File: src/rtl/model_scalar_cosh_arbiter_pkg.sv
// Shared FSM state encoding and constants for the scalar cosh arbiter.
package model_scalar_cosh_arbiter_pkg;

  typedef enum logic [1:0] {
    IDLE  = 2'd0,
    ISSUE = 2'd1,
    WAIT  = 2'd2
  } arb_state_t;

  // Wide enough for any DATA_SIZE in use; callers slice the low bits.
  localparam int                     MAX_DATA_SIZE = 1024;
  localparam logic [MAX_DATA_SIZE-1:0] ZERO_DATA   = '0;

endpackage

File: src/rtl/model_scalar_rr_picker.sv
// Combinational round-robin pick: first pending index at or after rr_ptr, wrapping.
module model_scalar_rr_picker #(
  parameter int REQUESTERS = 4,
  parameter int IDX_W      = 2
) (
  input  logic [REQUESTERS-1:0] pending,
  input  logic [IDX_W-1:0]      rr_ptr,
  output logic [IDX_W-1:0]      grant,
  output logic                  grant_valid
);

  int               idx;
  logic [IDX_W-1:0] idx_w;

  // Scan offsets from the far end so the smallest offset from rr_ptr wins.
  always_comb begin
    grant       = '0;
    grant_valid = 1'b0;
    idx         = 0;
    idx_w       = '0;
    for (int off = REQUESTERS - 1; off >= 0; off--) begin
      idx = int'(rr_ptr) + off;
      if (idx >= REQUESTERS) begin
        idx = idx - REQUESTERS;
      end
      idx_w = IDX_W'(idx);
      if (pending[idx_w]) begin
        grant       = idx_w;
        grant_valid = 1'b1;
      end
    end
  end

endmodule

File: src/rtl/model_scalar_cosh_arbiter.sv
// Round-robin arbiter sharing one scalar cosh unit among REQUESTERS ports.
// Optional WAIT watchdog enabled by MODEL_COSH_ARBITER_TIMEOUT_EN.
module model_scalar_cosh_arbiter
  import model_scalar_cosh_arbiter_pkg::*;
#(
  parameter int DATA_SIZE      = 64,
  parameter int REQUESTERS     = 4,
  parameter int TIMEOUT_CYCLES = 16
) (
  input  logic                            CLK,
  input  logic                            RST,
  input  logic [REQUESTERS-1:0]           REQ_START,
  input  logic [REQUESTERS*DATA_SIZE-1:0] REQ_DATA_IN,
  output logic [REQUESTERS-1:0]           REQ_READY,
  output logic [DATA_SIZE-1:0]            REQ_DATA_OUT,
  output logic                            REQ_OVERFLOW_OUT,
  output logic                            FU_START,
  output logic [DATA_SIZE-1:0]            FU_DATA_IN,
  input  logic                            FU_READY,
  input  logic [DATA_SIZE-1:0]            FU_DATA_OUT,
  input  logic                            FU_OVERFLOW_OUT
);

  localparam int IDX_W = $clog2(REQUESTERS);
  localparam logic [DATA_SIZE-1:0] ZERO = ZERO_DATA[DATA_SIZE-1:0];

  arb_state_t                            state_q, state_d;
  logic [REQUESTERS-1:0]                 pending_q, pending_d;
  logic [REQUESTERS-1:0][DATA_SIZE-1:0]  buffer_q, buffer_d;
  logic [IDX_W-1:0]                      rr_ptr_q, rr_ptr_d;
  logic [IDX_W-1:0]                      grant_q, grant_d;
  logic [REQUESTERS-1:0]                 ready_q, ready_d;
  logic [DATA_SIZE-1:0]                  data_out_q, data_out_d;
  logic                                  ovf_q, ovf_d;

  logic [IDX_W-1:0]      pick_idx;
  logic                  pick_vld;
  logic                  complete;
  logic [DATA_SIZE-1:0]  cmp_data;
  logic                  cmp_ovf;
  logic [REQUESTERS-1:0] grant_oh;
  logic [REQUESTERS-1:0] clr;
  logic [REQUESTERS-1:0] accept;

`ifdef MODEL_COSH_ARBITER_TIMEOUT_EN
  localparam int CNT_W = $clog2(TIMEOUT_CYCLES + 1);
  logic [CNT_W-1:0] wait_cnt_q, wait_cnt_d;
`endif

  model_scalar_rr_picker #(
    .REQUESTERS (REQUESTERS),
    .IDX_W      (IDX_W)
  ) u_picker (
    .pending     (pending_q),
    .rr_ptr      (rr_ptr_q),
    .grant       (pick_idx),
    .grant_valid (pick_vld)
  );

  always_comb begin
    state_d  = state_q;
    grant_d  = grant_q;
    rr_ptr_d = rr_ptr_q;
    complete = 1'b0;
    cmp_data = data_out_q;
    cmp_ovf  = ovf_q;
`ifdef MODEL_COSH_ARBITER_TIMEOUT_EN
    wait_cnt_d = wait_cnt_q;
`endif
    case (state_q)
      IDLE: begin
        if (pick_vld) begin
          grant_d = pick_idx;
          state_d = ISSUE;
        end
      end
      ISSUE: begin
        state_d = WAIT;
`ifdef MODEL_COSH_ARBITER_TIMEOUT_EN
        wait_cnt_d = '0;
`endif
      end
      WAIT: begin
        // A unit response on the limit cycle beats the watchdog.
        if (FU_READY) begin
          complete = 1'b1;
          cmp_data = FU_DATA_OUT;
          cmp_ovf  = FU_OVERFLOW_OUT;
        end
`ifdef MODEL_COSH_ARBITER_TIMEOUT_EN
        else if (wait_cnt_q == CNT_W'(TIMEOUT_CYCLES - 1)) begin
          complete = 1'b1;
          cmp_data = ZERO;
          cmp_ovf  = 1'b1;
        end else begin
          wait_cnt_d = wait_cnt_q + 1'b1;
        end
`endif
        if (complete) begin
          state_d  = IDLE;
          rr_ptr_d = (grant_q == IDX_W'(REQUESTERS - 1)) ? '0 : grant_q + 1'b1;
        end
      end
      default: state_d = IDLE;
    endcase
  end

  // A start on the completion edge of the same requester is accepted.
  always_comb begin
    grant_oh          = '0;
    grant_oh[grant_q] = 1'b1;
    clr               = complete ? grant_oh : '0;
    accept            = REQ_START & (~pending_q | clr);
    pending_d         = (pending_q & ~clr) | accept;
    buffer_d          = buffer_q;
    for (int i = 0; i < REQUESTERS; i++) begin
      if (accept[i]) begin
        buffer_d[i] = REQ_DATA_IN[i*DATA_SIZE +: DATA_SIZE];
      end
    end
    ready_d    = clr;
    data_out_d = cmp_data;
    ovf_d      = cmp_ovf;
  end

  always_ff @(posedge CLK or posedge RST) begin
    if (RST) begin
      state_q    <= IDLE;
      pending_q  <= '0;
      buffer_q   <= '0;
      rr_ptr_q   <= '0;
      grant_q    <= '0;
      ready_q    <= '0;
      data_out_q <= '0;
      ovf_q      <= 1'b0;
    end else begin
      state_q    <= state_d;
      pending_q  <= pending_d;
      buffer_q   <= buffer_d;
      rr_ptr_q   <= rr_ptr_d;
      grant_q    <= grant_d;
      ready_q    <= ready_d;
      data_out_q <= data_out_d;
      ovf_q      <= ovf_d;
    end
  end

`ifdef MODEL_COSH_ARBITER_TIMEOUT_EN
  always_ff @(posedge CLK or posedge RST) begin
    if (RST) begin
      wait_cnt_q <= '0;
    end else begin
      wait_cnt_q <= wait_cnt_d;
    end
  end
`endif

  assign REQ_READY        = ready_q;
  assign REQ_DATA_OUT     = data_out_q;
  assign REQ_OVERFLOW_OUT = ovf_q;
  assign FU_START         = (state_q == ISSUE);
  assign FU_DATA_IN       = FU_START ? buffer_q[grant_q] : ZERO;

endmodule

File: config.mk
export PLATFORM = sky130hd
export DESIGN_NAME = model_scalar_cosh_arbiter
export DESIGN_NICKNAME = d
export VERILOG_FILES = /design/src/rtl/model_scalar_cosh_arbiter_pkg.sv /design/src/rtl/model_scalar_rr_picker.sv /design/src/rtl/model_scalar_cosh_arbiter.sv
export SDC_FILE = /design/constraint.sdc
export NUM_CORES = 1
export LEC_CHECK = 0
export CORE_UTILIZATION = 45
export CTS_BUF_LIST = sky130_fd_sc_hd__clkbuf_2
export CTS_CLUSTER_DIAMETER = 80
export DETAILED_ROUTE_END_ITERATION = 8
export GPL_TIMING_DRIVEN = 0
export PLACE_DENSITY_LB_ADDON = 0.12
export SKIP_CTS_REPAIR_TIMING = 1
export SYNTH_ARGS = -nofsm -noshare
export SYNTH_HDL_FRONTEND = slang
export SYNTH_SLANG_ARGS = --single-unit
export TNS_END_PERCENT = 1
File: constraint.sdc
create_clock -name CLK -period 26.8 [get_ports CLK]
set_clock_uncertainty 0.2 [all_clocks]
set_input_delay 8.04 -clock CLK [delete_from_list [all_inputs] [get_ports CLK]]
set_output_delay 8.04 -clock CLK [all_outputs]
set_load 0.005 [all_outputs]
==> flow_results.xml, run 1 <==
<?xml version="1.0" encoding="UTF-8"?>
<metrics>
  <group name="status">
    <metric name="outcome" unit="">finished, final reports clean</metric>
  </group>
  <group name="grt">
    <metric name="wire_length_of_the_first_global_routing_pass" unit="µm">63100</metric>
    <metric name="antenna_violations_before_repair" unit="">12</metric>
    <metric name="overflow" unit="">0</metric>
    <metric name="grt_util_all_layers" unit="">0.254</metric>
    <metric name="grt_start_max_net_pins" unit="">124</metric>
    <metric name="grt_pass1_vias" unit="">11200</metric>
  </group>
  <group name="clocking">
    <metric name="htree_num_levels" unit="">3</metric>
    <metric name="worstSkewPairLatency" unit="ps">900</metric>
    <metric name="cts_inserted_buffers" unit="">88</metric>
    <metric name="clock_sinks" unit="">335</metric>
    <metric name="tritoncts" unit="">yes</metric>
    <metric name="clk_pin_slew" unit="ps">110</metric>
    <metric name="clock-root-buffer" unit="">sky130_fd_sc_hd__clkbuf_2</metric>
    <metric name="cts_buffer_depth" unit="">3</metric>
  </group>
  <group name="detailed_routing">
    <metric name="route.antenna.remaining_nets" unit="">0</metric>
    <metric name="wire_per_inst" unit="µm">21.3</metric>
    <metric name="detailroute.via_count" unit="">9898</metric>
    <metric name="drt-vias-per-instance" unit="">5.08</metric>
    <metric name="route.final.wire_length" unit="µm">41400</metric>
    <metric name="drc" unit="">0</metric>
    <metric name="drt-pass1-iter-count" unit="">4</metric>
    <metric name="drt-initial-drc-count" unit="">265</metric>
  </group>
  <group name="synth">
    <metric name="synthesis.area" unit="mm²">0.0147</metric>
    <metric name="net_count_of_the_mapped_netlist" unit="">1220</metric>
    <metric name="postSynthCellCount" unit="">888</metric>
    <metric name="synthAdderAreaFrac" unit="">0.00340</metric>
    <metric name="synth_edf_count" unit="">0</metric>
    <metric name="synthDistinctLibCells" unit="">29</metric>
    <metric name="combinational_family_with_the_most_area_after_synthesis" unit="">multiplexers</metric>
    <metric name="synth.avg_cell_area" unit="µm²">16.6</metric>
    <metric name="synth.mux.area_fraction" unit="">0.346</metric>
    <metric name="synthFlopType" unit="">sky130_fd_sc_hd__dfrtp_1</metric>
    <metric name="post_synth_and_or_nand_nor_area_fraction" unit="">0.0340</metric>
    <metric name="ys_seq_area_frac" unit="">0.569</metric>
    <metric name="synth_compound_gate_area_share" unit="">0.00713</metric>
    <metric name="synth_xor_area_frac" unit="">0</metric>
    <metric name="synth-warning-count" unit="">0</metric>
    <metric name="ys_ff_latch" unit="">335</metric>
    <metric name="postSynth.asyncResetShare" unit="">1.00</metric>
  </group>
  <group name="die">
    <metric name="die_outline_area" unit="mm²">0.0335</metric>
    <metric name="die_width" unit="µm">183</metric>
    <metric name="die-height" unit="µm">183</metric>
    <metric name="core-area" unit="mm²">0.0319</metric>
    <metric name="initial_utilization" unit="">0.462</metric>
    <metric name="design.portCount" unit="">462</metric>
    <metric name="rows" unit="">65</metric>
  </group>
  <group name="sta">
    <metric name="setup_viol" unit="">0</metric>
    <metric name="worstMarginPinSlew" unit="ps">797</metric>
    <metric name="setup_repair_after_global_routing_missed_its_margin" unit="">false</metric>
    <metric name="final.period_utilization" unit="">0.435</metric>
    <metric name="slew_violations" unit="">0</metric>
    <metric name="clock.fmax" unit="MHz">85.8</metric>
    <metric name="final_hold_viol_count" unit="">0</metric>
    <metric name="finalSetupTns" unit="ps">0</metric>
    <metric name="worst_slew_margin_rel" unit="">0.469</metric>
    <metric name="layout_min_cycle_time" unit="ps">11650</metric>
  </group>
  <group name="critical_path">
    <metric name="criticalPathCategory" unit="">reg -&gt; out</metric>
    <metric name="crit_fanout" unit="">10</metric>
    <metric name="timing.critical_path.from_type" unit="">flop</metric>
    <metric name="end_kind" unit="">output pin</metric>
    <metric name="cp_data_required_time" unit="ps">18560</metric>
    <metric name="wp_data_arrival" unit="ps">3410</metric>
  </group>
  <group name="finish">
    <metric name="stdcell_count" unit="">1947</metric>
    <metric name="area_delta_synth_final" unit="%">40.8</metric>
    <metric name="finish.net_count" unit="">1773</metric>
    <metric name="fillers" unit="">2501</metric>
    <metric name="drive_above_1_share" unit="">0.384</metric>
  </group>
  <group name="placement">
    <metric name="hpwl" unit="µm">29600</metric>
    <metric name="placed_cells_incl_taps" unit="">1786</metric>
    <metric name="port_buffers" unit="">461</metric>
    <metric name="gp_congestion" unit="">0.808</metric>
  </group>
  <group name="power">
    <metric name="leak_pwr" unit="nW">8.76</metric>
    <metric name="largest_vdd_supply_drop" unit="mV">0.0538</metric>
    <metric name="powerDensity" unit="mW/mm²">101</metric>
  </group>
  <group name="min_path">
    <metric name="min_path_type" unit="">reg -&gt; reg</metric>
  </group>
  <group name="job">
    <metric name="cap_viol_max_count" unit="">0</metric>
  </group>
</metrics>
cell type report:
cell class | count | area [µm²] | area share
Multi-Input combinational cell | 486 | 5750 | 0.277
Buffer | 58 | 566 | 0.0273
Tap cell | 435 | 544 | 0.0262
Inverter | 9 | 41.3 | 0.00199
Clock buffer | 136 | 681 | 0.0328
Clock inverter | 13 | 77.6 | 0.00374
Antenna cell | 12 | 30.0 | 0.00145
Sequential cell | 335 | 8380 | 0.404
Timing Repair Buffer | 463 | 4670 | 0.225
through the flow:
step | utilization | cell area, µm² | total power [W] | hold WS, ps | worst slack [ps]
final | 0.651 | 20700 | 0.00210 | 305 | 15150
after global placement | 0.624 | 19900 | 0.00174 | 284 | 4790
after floorplan | - | 14700 | 0.00139 | 275 | 9280
after CTS | 0.650 | 20700 | 0.00213 | 311 | 14980
after detailed placement | 0.626 | 20000 | 0.00177 | 290 | 16060
after global routing | 0.651 | 20700 | 0.00224 | 323 | 14840
cells by family after synthesis:
group	count (synthesis)
buffers and inverters	67
and+or+nand+nor	79
muxes	389
DFF	335
AOI/OAI and AO/OA	14
adders and majority gates	4
sequential cells by signal, summed over array words and instances, names as in the netlist:
register,cells
state_q,2
rr_ptr_q,2
buffer_q,256
REQ_DATA_OUT,64
grant_q,2
REQ_OVERFLOW_OUT,1
REQ_READY,4
pending_q,4
Yosys cell counts (2+ instances only):
library cell,instances,area [µm²]
sky130_fd_sc_hd__a21boi_1,4,30.0
sky130_fd_sc_hd__a21o_1,4,30.0
sky130_fd_sc_hd__and2_1,64,400
sky130_fd_sc_hd__buf_2,8,40.0
sky130_fd_sc_hd__buf_4,8,60.1
sky130_fd_sc_hd__buf_6,5,56.3
sky130_fd_sc_hd__buf_8,24,360
sky130_fd_sc_hd__clkbuf_1,13,48.8
sky130_fd_sc_hd__dfrtp_1,335,8380
sky130_fd_sc_hd__ha_1,4,50.1
sky130_fd_sc_hd__inv_1,9,33.8
sky130_fd_sc_hd__mux2_2,322,3630
sky130_fd_sc_hd__mux2i_1,3,30.0
sky130_fd_sc_hd__mux4_2,64,1440
sky130_fd_sc_hd__nand2_1,2,7.51
sky130_fd_sc_hd__nand4b_1,4,35.0
sky130_fd_sc_hd__nor3b_1,2,15.0
sky130_fd_sc_hd__o31ai_1,2,15.0
path summary, 6_finish.rpt:
path	start	end	slack, ps	cells past startpoint
hold / removal	buffer_q[187]	buffer_q[187]	300	1
setup / recovery	state_q[1]	FU_DATA_IN[12]	15150	6
max in group asynchronous	RST	buffer_q[145]	17730	3
setup reg to reg	grant_q[1]	buffer_q[106]	23950	9
hold reg to reg	buffer_q[187]	buffer_q[187]	300	1
min in group asynchronous	RST	buffer_q[108]	7510	2
cells in the final DEF, fill, tap and decap left out, drive strengths merged, types with 2 or more instances in the layout:
master         netlist  routed
a21boi               4       4
a21o                 4       4
and2                64      64
buf                 45      47
clkbuf              13     149
clkdlybuf4s50        0     461
clkinv               0      10
dfrtp              335     335
diode                0      12
ha                   4       4
inv                  9      11
mux2               322     322
mux2i                3       3
mux4                64      64
nand2                2       2
nand4b               4       4
nor3b                2       2
o31ai                2       2
where the power goes:
group	leakage (nW)	internal [W]	switching, W	total, W
clock network	0.608	0.000141	0.000209	0.000350
logic	4.11	0.000588	0.000285	0.000873
registers	4.04	0.000752	0.000123	0.000875
worst max-delay path, cell delays in order, from the launching register on:
cell                              delay [ps]
sky130_fd_sc_hd__dfrtp_1                 370
sky130_fd_sc_hd__buf_4                   160
sky130_fd_sc_hd__nor2b_1                 210
sky130_fd_sc_hd__clkbuf_1                550
sky130_fd_sc_hd__clkbuf_1                470
sky130_fd_sc_hd__and2_1                  210
sky130_fd_sc_hd__clkdlybuf4s50_1         540
layer usage:
layer / GRT usage / wire (µm) / vias to the layer above
li1: - / - / 4397
met1: 0.293 / 15900 / 5043
met2: 0.429 / 21100 / 371
met3: 0.0772 / 2950 / 87
met4: 0.125 / 1460 / 0
met5: 0 / 0 / -
Note: power is estimated with default switching activity, not from simulation.
==> inputs of run 2 (changes only) <==
CORE_UTILIZATION = 44   (was 45)
clock period = 10.25 ns   (was 26.8 ns; I/O delays follow)
==> flow_results.xml, run 2 (synthesis gave the netlist of run 1 again) <==
<?xml version="1.0" encoding="UTF-8"?>
<metrics>
  <group name="placement">
    <metric name="gp_congestion" unit="">0.800</metric>
    <metric name="placed_cell_area" unit="mm²">0.0201</metric>
    <metric name="port_buffers" unit="">461</metric>
    <metric name="hpwl" unit="µm">30700</metric>
  </group>
  <group name="grt">
    <metric name="grt_util_met3" unit="">0.0790</metric>
    <metric name="grtUsageMet1" unit="">0.278</metric>
    <metric name="globalRouteMet2Util" unit="">0.411</metric>
    <metric name="overflow" unit="">0</metric>
    <metric name="grt_pass1_vias" unit="">10900</metric>
    <metric name="grt_start_max_net_pins" unit="">42</metric>
    <metric name="antenna_violations_before_repair" unit="">10</metric>
    <metric name="gr-max-usage-layer" unit="">met2</metric>
    <metric name="wire_length_of_the_first_global_routing_pass" unit="µm">61500</metric>
    <metric name="grt_util_all_layers" unit="">0.244</metric>
  </group>
  <group name="power">
    <metric name="largest_vdd_supply_drop" unit="mV">0.141</metric>
    <metric name="p_total" unit="W">0.00550</metric>
    <metric name="leak_pwr" unit="nW">8.84</metric>
    <metric name="powerDensity" unit="mW/mm²">263</metric>
  </group>
  <group name="sta">
    <metric name="final_hold_viol_count" unit="">0</metric>
    <metric name="slew_violations" unit="">0</metric>
    <metric name="clock.fmax" unit="MHz">150</metric>
    <metric name="setup_viol" unit="">0</metric>
    <metric name="worstMarginPinSlew" unit="ps">750</metric>
    <metric name="worst_slew_margin_rel" unit="">0.500</metric>
    <metric name="setup_repair_after_global_routing_missed_its_margin" unit="">false</metric>
    <metric name="layout_min_cycle_time" unit="ps">6690</metric>
    <metric name="final.period_utilization" unit="">0.653</metric>
  </group>
  <group name="critical_path">
    <metric name="cp_data_required_time" unit="ps">6980</metric>
    <metric name="timing.critical_path.from_type" unit="">flop</metric>
    <metric name="critical-path-max-stage-delay" unit="ps">600</metric>
    <metric name="timing.reg2reg.worst_path_depth" unit="">9</metric>
    <metric name="path_depth" unit="">5</metric>
    <metric name="critical-path-top-delay-family" unit="">buffers and inverters</metric>
    <metric name="wp_data_arrival" unit="ps">3410</metric>
    <metric name="critical_path.reg2reg.startpoint" unit="">grant_q[1]</metric>
    <metric name="worst_path_buf_inv" unit="">3</metric>
    <metric name="end_kind" unit="">output pin</metric>
    <metric name="crit_start" unit="">state_q[0]</metric>
    <metric name="crit_top_cell" unit="">sky130_fd_sc_hd__clkbuf_1</metric>
    <metric name="register_to_register_path_setup_slack" unit="ps">7350</metric>
    <metric name="endpoint" unit="">FU_DATA_IN[34]</metric>
    <metric name="path_cells" unit="">nor2b_1 &gt; clkbuf_1 &gt; clkbuf_1 &gt; and2_1 &gt; clkdlybuf4s50_1</metric>
    <metric name="crit_path_top_delay_cell" unit="">sky130_fd_sc_hd__clkbuf_1</metric>
    <metric name="criticalPathCategory" unit="">reg -&gt; out</metric>
    <metric name="crit_fanout" unit="">10</metric>
    <metric name="r2r_end" unit="">buffer_q[65]</metric>
  </group>
  <group name="finish">
    <metric name="seq_area" unit="mm²">0.00838</metric>
    <metric name="design_area" unit="mm²">0.0209</metric>
    <metric name="top_register" unit="">buffer_q</metric>
    <metric name="finish.net_count" unit="">1784</metric>
    <metric name="multiInputGateArea" unit="mm²">0.00575</metric>
    <metric name="layout_common_cells" unit="">461 x sky130_fd_sc_hd__clkdlybuf4s50_1, 335 x sky130_fd_sc_hd__dfrtp_1, 322 x sky130_fd_sc_hd__mux2_2</metric>
    <metric name="fillers" unit="">2602</metric>
    <metric name="drive_above_1_share" unit="">0.389</metric>
    <metric name="area_delta_synth_final" unit="%">41.9</metric>
    <metric name="mostFrequentLayoutCell" unit="">sky130_fd_sc_hd__clkdlybuf4s50_1</metric>
    <metric name="final_core_util" unit="">0.638</metric>
    <metric name="largest_register_ffs" unit="">256</metric>
  </group>
  <group name="min_path">
    <metric name="min_path_type" unit="">reg -&gt; reg</metric>
  </group>
  <group name="die">
    <metric name="rows" unit="">66</metric>
    <metric name="die_width" unit="µm">185</metric>
    <metric name="die-height" unit="µm">185</metric>
    <metric name="design.portCount" unit="">462</metric>
    <metric name="core-area" unit="mm²">0.0328</metric>
    <metric name="initial_utilization" unit="">0.449</metric>
    <metric name="die_outline_area" unit="mm²">0.0342</metric>
  </group>
  <group name="detailed_routing">
    <metric name="drc" unit="">0</metric>
    <metric name="drt-pass1-iter-count" unit="">4</metric>
    <metric name="detailroute.via_count" unit="">9927</metric>
    <metric name="route.antenna.remaining_nets" unit="">0</metric>
    <metric name="drt-initial-drc-count" unit="">233</metric>
    <metric name="route.final.wire_length" unit="µm">41400</metric>
    <metric name="drt-vias-per-instance" unit="">5.04</metric>
    <metric name="wire_per_inst" unit="µm">21.0</metric>
  </group>
  <group name="clocking">
    <metric name="clock-root-buffer" unit="">sky130_fd_sc_hd__clkbuf_2</metric>
    <metric name="cts_inserted_buffers" unit="">91</metric>
    <metric name="worstSkewPairLatency" unit="ps">880</metric>
    <metric name="htree_num_levels" unit="">3</metric>
    <metric name="clk_pin_slew" unit="ps">80</metric>
    <metric name="clock_sinks" unit="">335</metric>
    <metric name="tritoncts" unit="">yes</metric>
    <metric name="cts_buffer_depth" unit="">3</metric>
  </group>
  <group name="status">
    <metric name="outcome" unit="">finished, final reports clean</metric>
  </group>
  <group name="job">
    <metric name="cap_viol_max_count" unit="">0</metric>
  </group>
</metrics>
==> run 2: routing by layer <==
metal | wire, µm | share of wire
met5 | 0 | 0
met3 | 3210 | 0.077
met1 | 15700 | 0.38
met4 | 1500 | 0.036
met2 | 21000 | 0.51
==> run 2: report_power, final <==
part | switching, W | internal (W)
combinational | 0.000747 | 0.00154
clock | 0.000551 | 0.000362
sequential | 0.000328 | 0.00197
total | 0.00163 | 0.00387
==> run 2: final cells by class <==
class / instances / share of cell area
Clock inverter: 14 / 0.00257
Timing Repair Buffer: 471 / 0.230
Antenna cell: 13 / 0.00156
Clock buffer: 143 / 0.0342
Sequential cell: 335 / 0.401
Inverter: 9 / 0.00180
Buffer: 58 / 0.0270
Tap cell: 442 / 0.0264
Multi-Input combinational cell: 486 / 0.275
==> run 2: how the worst min path moves through the flow <==
stage | slack (ps) | start | depth (start not counted) | endpoint
finish | 300 | buffer_q[190] | 1 | buffer_q[190]
global route | 320 | buffer_q[200] | 1 | buffer_q[200]
CTS | 310 | buffer_q[190] | 1 | buffer_q[190]
detailed placement | 290 | buffer_q[178] | 1 | buffer_q[178]
global placement | 280 | buffer_q[191] | 1 | buffer_q[191]
floorplan | 280 | buffer_q[188] | 1 | buffer_q[188]
==> run 2: metrics by stage <==
step	hold WS (ps)	cells	setup slack [ps]	TNS (ps)
CTS	311	1958	3340	0
global route	320	1968	3270	0
global placement	283	1791	-91.6	-14730
floorplan	275	888	2500	0
finish	305	1971	3560	0
detailed placement	290	1801	4360	0
